**src/rtl/rv32_issue_scoreboard.sv**
```systemverilog
// RV32 issue scoreboard: per-register writeback countdown with hazard detection at ID.
// Build macro RV32_FORWARDING_EN: only a load-use on the newest issued load stalls.

module rv32_sb_entry #(
  parameter logic [1:0] LAT = 2'd3
) (
  input  logic       i_clk,
  input  logic       i_rst,
  input  logic       i_adv,
  input  logic       i_set,
  input  logic       i_set_ld,
  output logic [1:0] o_cnt,
  output logic       o_ld
);
  logic [1:0] r_cnt;
  logic       r_ld;

  // A new writer overrides the decrement; the load flag dies with the count.
  always_ff @(posedge i_clk) begin
    if (i_rst) begin
      r_cnt <= '0;
      r_ld  <= 1'b0;
    end else if (i_adv) begin
      if (i_set) begin
        r_cnt <= LAT;
        r_ld  <= i_set_ld;
      end else if (r_cnt != 2'd0) begin
        r_cnt <= r_cnt - 2'd1;
        if (r_cnt == 2'd1) r_ld <= 1'b0;
      end
    end
  end

  assign o_cnt = r_cnt;
  assign o_ld  = r_ld;
endmodule

module rv32_issue_scoreboard #(
  parameter int WB_LATENCY = 3
) (
  input  logic        i_clk,
  input  logic        i_rst,
  input  logic        i_id_valid,
  input  logic [4:0]  i_id_rs1,
  input  logic [4:0]  i_id_rs2,
  input  logic [1:0]  i_id_use_rs,
  input  logic [4:0]  i_id_rd,
  input  logic        i_id_register_wb,
  input  logic        i_id_is_load,
  input  logic        i_ex_ready,
  input  logic        i_flush,
  output logic        o_id_ready,
  output logic        o_issue,
  output logic [1:0]  o_hazard_rs,
  output logic [31:0] o_pending
);
  localparam logic [1:0] LAT = WB_LATENCY[1:0];

  logic [31:0][1:0] w_cnt;
  logic [31:0]      w_ld;
  logic [1:0]       w_stall;
  logic             w_issue;

  assign w_cnt[0] = 2'd0;
  assign w_ld[0]  = 1'b0;

  genvar r;
  generate
    for (r = 1; r < 32; r++) begin : g_ent
      rv32_sb_entry #(.LAT(LAT)) u_ent (
        .i_clk    (i_clk),
        .i_rst    (i_rst),
        .i_adv    (i_ex_ready),
        .i_set    (w_issue & i_id_register_wb & (i_id_rd == 5'(r))),
        .i_set_ld (i_id_is_load),
        .o_cnt    (w_cnt[r]),
        .o_ld     (w_ld[r])
      );
    end
  endgenerate

`ifdef RV32_FORWARDING_EN
  // Only the load issued on the previous advance is still out of forwarding reach.
  assign w_stall[0] = w_ld[i_id_rs1] & (w_cnt[i_id_rs1] == LAT);
  assign w_stall[1] = w_ld[i_id_rs2] & (w_cnt[i_id_rs2] == LAT);
`else
  logic w_unused_ld;
  assign w_unused_ld = ^w_ld;
  assign w_stall[0]  = (w_cnt[i_id_rs1] != 2'd0);
  assign w_stall[1]  = (w_cnt[i_id_rs2] != 2'd0);
`endif

  assign o_hazard_rs[0] = i_id_valid & i_id_use_rs[0] & (i_id_rs1 != 5'd0) & w_stall[0];
  assign o_hazard_rs[1] = i_id_valid & i_id_use_rs[1] & (i_id_rs2 != 5'd0) & w_stall[1];
  assign o_id_ready     = i_ex_ready & ~|o_hazard_rs;
  assign w_issue        = i_id_valid & o_id_ready & ~i_flush & ~i_rst;
  assign o_issue        = w_issue;

  always_comb begin
    o_pending = '0;
    for (int i = 1; i < 32; i++) o_pending[i] = |w_cnt[i];
  end
endmodule

```
**config.mk**
```make
export PLATFORM = sky130hd
export DESIGN_NAME = rv32_issue_scoreboard
export DESIGN_NICKNAME = d
export VERILOG_FILES = /design/src/rtl/rv32_issue_scoreboard.sv
export SDC_FILE = /design/constraint.sdc
export NUM_CORES = 1
export LEC_CHECK = 0
export CORE_ASPECT_RATIO = 1.1
export CORE_MARGIN = 10
export CORE_UTILIZATION = 30
export CTS_CLUSTER_DIAMETER = 80
export DETAILED_ROUTE_END_ITERATION = 8
export GPL_TIMING_DRIVEN = 0
export HOLD_SLACK_MARGIN = 0.15
export PLACE_DENSITY_LB_ADDON = 0.25
export RECOVER_POWER = 25
export SETUP_SLACK_MARGIN = 0.4
export SYNTH_ARGS = -nofsm -noshare
export SYNTH_HDL_FRONTEND = slang
export SYNTH_SLANG_ARGS = --single-unit
export TNS_END_PERCENT = 50
```
**constraint.sdc**
```tcl
create_clock -name i_clk -period 4.02 [get_ports i_clk]
set_input_delay 0.402 -clock i_clk [delete_from_list [all_inputs] [get_ports i_clk]]
set_output_delay 0.402 -clock i_clk [all_outputs]
set_load 0.01 [all_outputs]
```
==> results.cfg, run 1 <==
[status]
status = completed

[synthesis]
synth_ff_type = dfxtp_1
synth_top_cell_by_area = dfxtp_1
synth.most_common_cell = inv_1
synthesis.area_um2 = 4409
synth_warnings = 0
ys_top_cells_by_area = dfxtp_1 28%, ha_1 8.8%, inv_1 8.1%, a21oi_1 7.3%, or3_4 7.2%
synth_edf_count = 0
seq_area_frac_synth_pct = 28.15
syn_area_per_cell_um2 = 7.589
ys_ff_latch = 62
synth_top_area_share_pct = 28.15
synthCells = 581
synthArstFlopShare_pct = 0
yosysUniqueCellTypes = 45
synth_fp_nets = 636
synth_common_cells = 95 x inv_1, 64 x a21oi_1, 62 x dfxtp_1, 62 x nor2_1, 46 x nand2_1

[power]
design_power_total_mw = 2.205
ir_drop_v = 0.0001864
power.share.clock_pct = 36.1
p_comb_share_pct = 30.3
p_int_mw = 1.495
power.share.switching_pct = 32.22
p_leak_nw = 2.147
p_per_area_nw_per_um2 = 400.3
switchingPower_mw = 0.7107
power.share.sequential_pct = 33.6

[clock_network]
root_buffer = clkbuf_16
cts_sinks = 62
clk_latency_ns = 0.34
htree_levels = 3
clock_path_buffers = 2
clkTransAtPathRegs_ns = 0.05
cts_tree = done
cts_inserted_buffers = 9

[floorplanning]
core_area_um2 = 14450
start_util_pct = 30.52
die_area_um2 = 19950
die_y_um = 147.2
pin_count = 60
die_w_um = 135.6
std_cell_rows = 46

[finish]
fillers = 1462
fin_util_pct = 38.13
finish.instance_area_um2 = 5509
drive_gt1_share_pct = 9.663
largest_reg_flops = 62
final_cell_count_no_fill = 844
diodes = 0
nets = 702
synthToLayoutAreaGrowth_pct = 24.94

[global_routing]
antenna_found_initial = 0
overflow = 0
met1_usage_pct = 17.86
grt_max_degree = 11
busiest_layer = met2
grt_usage_pct = 14.78
met3_usage_pct = 2.933
grt_pass1_wl_um = 23310
grt_pass1_vias = 4489
met2_usage_pct = 24.85

[critical_path]
end_kind = output pin
path_cells = clkdlybuf4s50_1 -> buf_6 -> or4_1 -> o311ai_1 -> a21oi_2 -> o311ai_4 -> o211ai_4 -> buf_6 -> nor2_1 -> clkdlybuf4s50_1
r2r_cells = 9
start_kind = input pin
r2r-start = g_ent[10].u_ent.o_cnt[0]$_SDFFE_PP0P_
crit_slowest_cell = clkdlybuf4s50_1
arrival_ns = 3.20
critPathLaunch = i_id_rs2[1]
cp_max_fo = 10
crit_required_ns = 3.62
r2r-end = g_ent[10].u_ent.o_cnt[0]$_SDFFE_PP0P_
criticalPathCategory = in -> out
slowest_delay_ns = 0.57
endpoint = o_id_ready
r2r_setup_slack_ns = 1.47

[hold_path]
whs_path_depth = 1
hp-start = g_ent[31].u_ent.o_cnt[0]$_SDFFE_PP0P_
hp-class = reg -> reg

[sta]
rsz0062_at_grt = false
hold_ws_ns = 0.5156
max_freq_mhz = 277.7
final-setup-viol-count = 0
skew_ns = 0.007838
setup-tns-final_ns = 0
drv_slew = 0
max_slew_margin_pct = 54.29
min_period_ns = 3.601
period_share_pct = 89.57
worst_pin_slew_ns = 0.6856
fin_ws_ns = 0.4191
hold_violations = 0

[routing]
first_pass_iters = 5
drt-wirelength-per-cell_um = 17.47
postRouteAntennaNets = 0
drc = 0
totalWireLength_um = 14740
drt_iter0_markers = 344
avgViaCountPerCell = 5.227
vias = 4412

[flow_run]
maxCapViolations = 0

[placed_design]
portBuffers = 55
gp_congestion = 0.9171
detailed_place_hpwl_um = 11340
place_area_um2 = 5200
dp_cells = 828
dp_slack_ns = 0.4540
## cells by family (layout without fill, tap and decap cells)
family	Yosys count	count (layout)	share of synthesized area, %
mux	7	7	3.746
compound gates	187	187	26.59
fa+ha+maj	31	31	8.797
other cells	1	1	0.08505
simple gates	175	175	21.71
flops	62	62	28.15
buf+inv	118	189	10.93
## worst max-delay path, delay by kind of cell
kind	cells	cell delay, ns
AO/OA/AOI/OAI	4	0.67
buffers and inverters	4	1.49
AND/OR/NAND/NOR	2	0.63
## cell type report
class	instances	area [um^2]	share of cell area, %
buffer	22	126.4	2.294
clock buffer	12	256.5	4.656
clock inverter	4	45.04	0.8176
inverter	96	360.3	6.541
multi-input combinational	401	2686	48.76
sequential	62	1241	22.53
tap	192	240.2	4.361
timing repair buffer	55	553.0	10.04
## routing by layer
layer  part of all wire [%]  routed length (um)  up-vias
li1                       -                   -     2157
met1                     45                6666     2117
met2                     48                7040      120
met3                    5.0                 735       18
met4                    2.0                 299        0
met5                      0                   0        -
## cell usage in the layout, fill, tap and decap left out, drive strengths merged, types with 2 or more instances in the layout
| cell type | n |
|---|---|
| or3 | 34 |
| nor2 | 62 |
| o21a | 33 |
| mux4 | 7 |
| dfxtp | 62 |
| or4 | 3 |
| o211ai | 5 |
| nand2 | 46 |
| clkdlybuf4s50 | 30 |
| ha | 31 |
| nand3 | 4 |
| o22ai | 2 |
| nand3b | 2 |
| a311o | 2 |
| a31oi | 34 |
| or3b | 2 |
| o311ai | 3 |
| a21oi | 65 |
| o21ai | 32 |
| nor3 | 11 |
| inv | 96 |
| buf | 10 |
| clkbuf | 24 |
| nor2b | 4 |
| o221ai | 2 |
| nand2b | 4 |
| a211oi | 3 |
| clkinv | 3 |
| dlygate4sd3 | 24 |
## power groups by stage
stage               clock network [mW]  registers [mW]  logic (mW)
floorplan                            0           0.736       0.412
detailed placement                   0           0.753       0.688
global route                     0.831           0.750       0.743
global placement                     0           0.747       0.663
finish                           0.797           0.742       0.667
CTS                              0.803           0.739       0.692
## worst min-delay path by stage
stage | slack [ns] | end
after floorplan | 0.46 | g_ent[31].u_ent.o_cnt[0]$_SDFFE_PP0P_
after global placement | 0.47 | g_ent[31].u_ent.o_cnt[0]$_SDFFE_PP0P_
after detailed placement | 0.50 | g_ent[31].u_ent.o_cnt[0]$_SDFFE_PP0P_
after CTS | 0.51 | g_ent[31].u_ent.o_cnt[0]$_SDFFE_PP0P_
after global routing | 0.55 | g_ent[12].u_ent.o_cnt[0]$_SDFFE_PP0P_
final | 0.52 | g_ent[31].u_ent.o_cnt[0]$_SDFFE_PP0P_
## what timing repair did
item / in CTS / in global routing
setup buffers: 0 / 0
resized for setup: 0 / 3
endpoints found under the setup margin: 0 / 2
hold buffers: 0 / 0
Power figures use the tool's default switching activity.
==> run 2, diff against run 1 <==
--- a/config.mk
+++ b/config.mk
@@ -17,5 +17,6 @@
 export SETUP_SLACK_MARGIN = 0.4
 export SYNTH_ARGS = -nofsm -noshare
 export SYNTH_HDL_FRONTEND = slang
+export SYNTH_HIERARCHICAL = 1
 export SYNTH_SLANG_ARGS = --single-unit
 export TNS_END_PERCENT = 50
==> run 2 against run 1 <==
Net effect:
- fmax rose by 1.5%
- combinational power rose by 12%
- sequential power about the same
- final cell count rose by 0.59%
- non-clock buffer count increased by 5
- global-route usage fell by 1.0 points
- critical path type unchanged
- total power up 1.2%
- sequential share of layout area decreased by 1.2 points
- clock skew increased by 0.0015 ns
==> results.cfg, run 2 <==
[finish]
nets = 703
drive_gt1_share_pct = 15.01
synthToLayoutAreaGrowth_pct = 24.27
final_common_cell = inv_1
diodes = 0
final_cell_count_no_fill = 849
fillers = 1594
final_cell_mix = 88 x inv_1, 69 x a21oi_1, 64 x a211oi_1
largest_reg_flops = 62

[sta]
rsz0062_at_grt = false
min_period_ns = 3.548
skew_ns = 0.009295
worst_pin_slew_ns = 0.8234
drv_slew = 0
max_slew_margin_pct = 44.99
max_freq_mhz = 281.9
hold_violations = 0
hold_ws_ns = 0.4975
period_share_pct = 88.26
final-setup-viol-count = 0

[floorplanning]
pin_count = 60
core_area_um2 = 15170
std_cell_rows = 47
start_util_pct = 30.85
die_w_um = 139.1
die_y_um = 151.0
die_area_um2 = 21000

[flow_run]
maxCapViolations = 0

[critical_path]
end_kind = output pin
slowest_delay_ns = 0.65
arrival_ns = 3.15
cp_max_fo = 7
r2r_setup_slack_ns = 0.67
r2r-end = g_ent[25].u_ent/o_cnt[1]$_SDFFE_PP0P_
crit_slowest_cell = mux4_4
r2r-start = g_ent[12].u_ent/o_cnt[0]$_SDFFE_PP0P_
crit_required_ns = 3.62
criticalPathCategory = in -> out
critPathLaunch = i_id_rs2[1]
r2r_cells = 10
start_kind = input pin
path_cells = clkdlybuf4s50_1 -> mux4_4 -> and4_2 -> or4_4 -> a211oi_4 -> buf_6 -> buf_4 -> dlygate4sd2_1

[routing]
drc = 0
totalWireLength_um = 14640
avgViaCountPerCell = 5.457
first_pass_iters = 5
drt_iter0_markers = 331
vias = 4633
postRouteAntennaNets = 0
drt-wirelength-per-cell_um = 17.25

[global_routing]
grt_max_degree = 60
met3_usage_pct = 3.163
met2_usage_pct = 24.31
overflow = 0
grt_pass1_vias = 4653
antenna_found_initial = 0
grt_pass1_wl_um = 23630
grt_usage_pct = 13.75
met1_usage_pct = 15.78
busiest_layer = met2

[synthesis]
synth_warnings = 6
synthesis.area_um2 = 4681
syn_area_per_cell_um2 = 8.084
synthCells = 579
synth_fp_nets = 634

[hold_path]
whs_path_depth = 1
hp-class = reg -> reg
hold_end = g_ent[17].u_ent/o_cnt[0]$_SDFFE_PP0P_
hp-start = g_ent[17].u_ent/o_cnt[0]$_SDFFE_PP0P_

[power]
p_per_area_nw_per_um2 = 383.6
p_leak_nw = 2.208
ir_drop_v = 0.0001920

[clock_network]
clk_latency_ns = 0.33
clock_path_buffers = 2
clkTransAtPathRegs_ns = 0.06
htree_levels = 3
root_buffer = clkbuf_16
cts_inserted_buffers = 9
cts_tree = done
cts_sinks = 62

[placed_design]
portBuffers = 52
detailed_place_hpwl_um = 11350
dp_cells = 829
gp_congestion = 0.8822

[status]
status = completed
## run 2: routing by layer
metal,routed length (um),vias to the layer above,part of all wire [%]
li1,-,2259,-
met1,6205,2232,42
met2,7295,123,50
met3,784,19,5.4
met4,357,0,2.4
met5,0,-,0
## run 2: stage by stage
stage	total power, mW	TNS (ns)	util [%]	worst slack (ns)	area (um^2)
6_report	2.232	0	38.34	0.4720	5817
5_1_grt	2.380	0	38.34	0.4108	5817
4_1_cts	2.274	0	38.03	0.2339	5771
3_5_place_dp	1.520	0	36.10	0.1270	5477
3_3_place_gp	1.469	-82.66	35.90	-1.683	5446
2_1_floorplan	1.212	0	-	1.155	4681
## run 2: cell type report
cell class                 instances  area [um^2]  share of cell area [%]
inverter                          89        334.1                   5.743
multi-input combinational        404         2948                   50.68
tap                              196        245.2                   4.216
clock inverter                     3        17.52                  0.3011
buffer                            24        173.9                   2.990
clock buffer                      13        270.3                   4.646
sequential                        62         1241                   21.34
timing repair buffer              58        586.8                   10.09
## run 2: report_power, final
group / switching, mW / leakage (nW) / internal [mW]
sequential: 0.0633 / 0.505 / 0.681
combinational: 0.396 / 1.56 / 0.350
clock: 0.275 / 0.142 / 0.465
## run 2: worst max-delay path by stage
stage                                       endpoint  cells after the start
3_5_place_dp                          o_hazard_rs[1]                      7
4_1_cts                                   o_id_ready                      8
3_3_place_gp   g_ent[25].u_ent/o_cnt[1]$_SDFFE_PP0P_                     10
2_1_floorplan   g_ent[4].u_ent/o_cnt[0]$_SDFFE_PP0P_                     11
5_1_grt                               o_hazard_rs[1]                      8
6_report                              o_hazard_rs[1]                      8
## run 2: repair_timing
item                       4_1_cts  5_1_grt
resized for setup                1        6
hold buffers                     0        0
setup endpoints to repair        3       18
pin swaps                        1        1
setup buffers                    1        3
## run 2: critical path, delay by kind of cell
kind / cells / cell delay, ns
compound gates: 1 / 0.26
mux: 1 / 0.65
buf+inv: 4 / 1.09
simple gates: 2 / 0.74
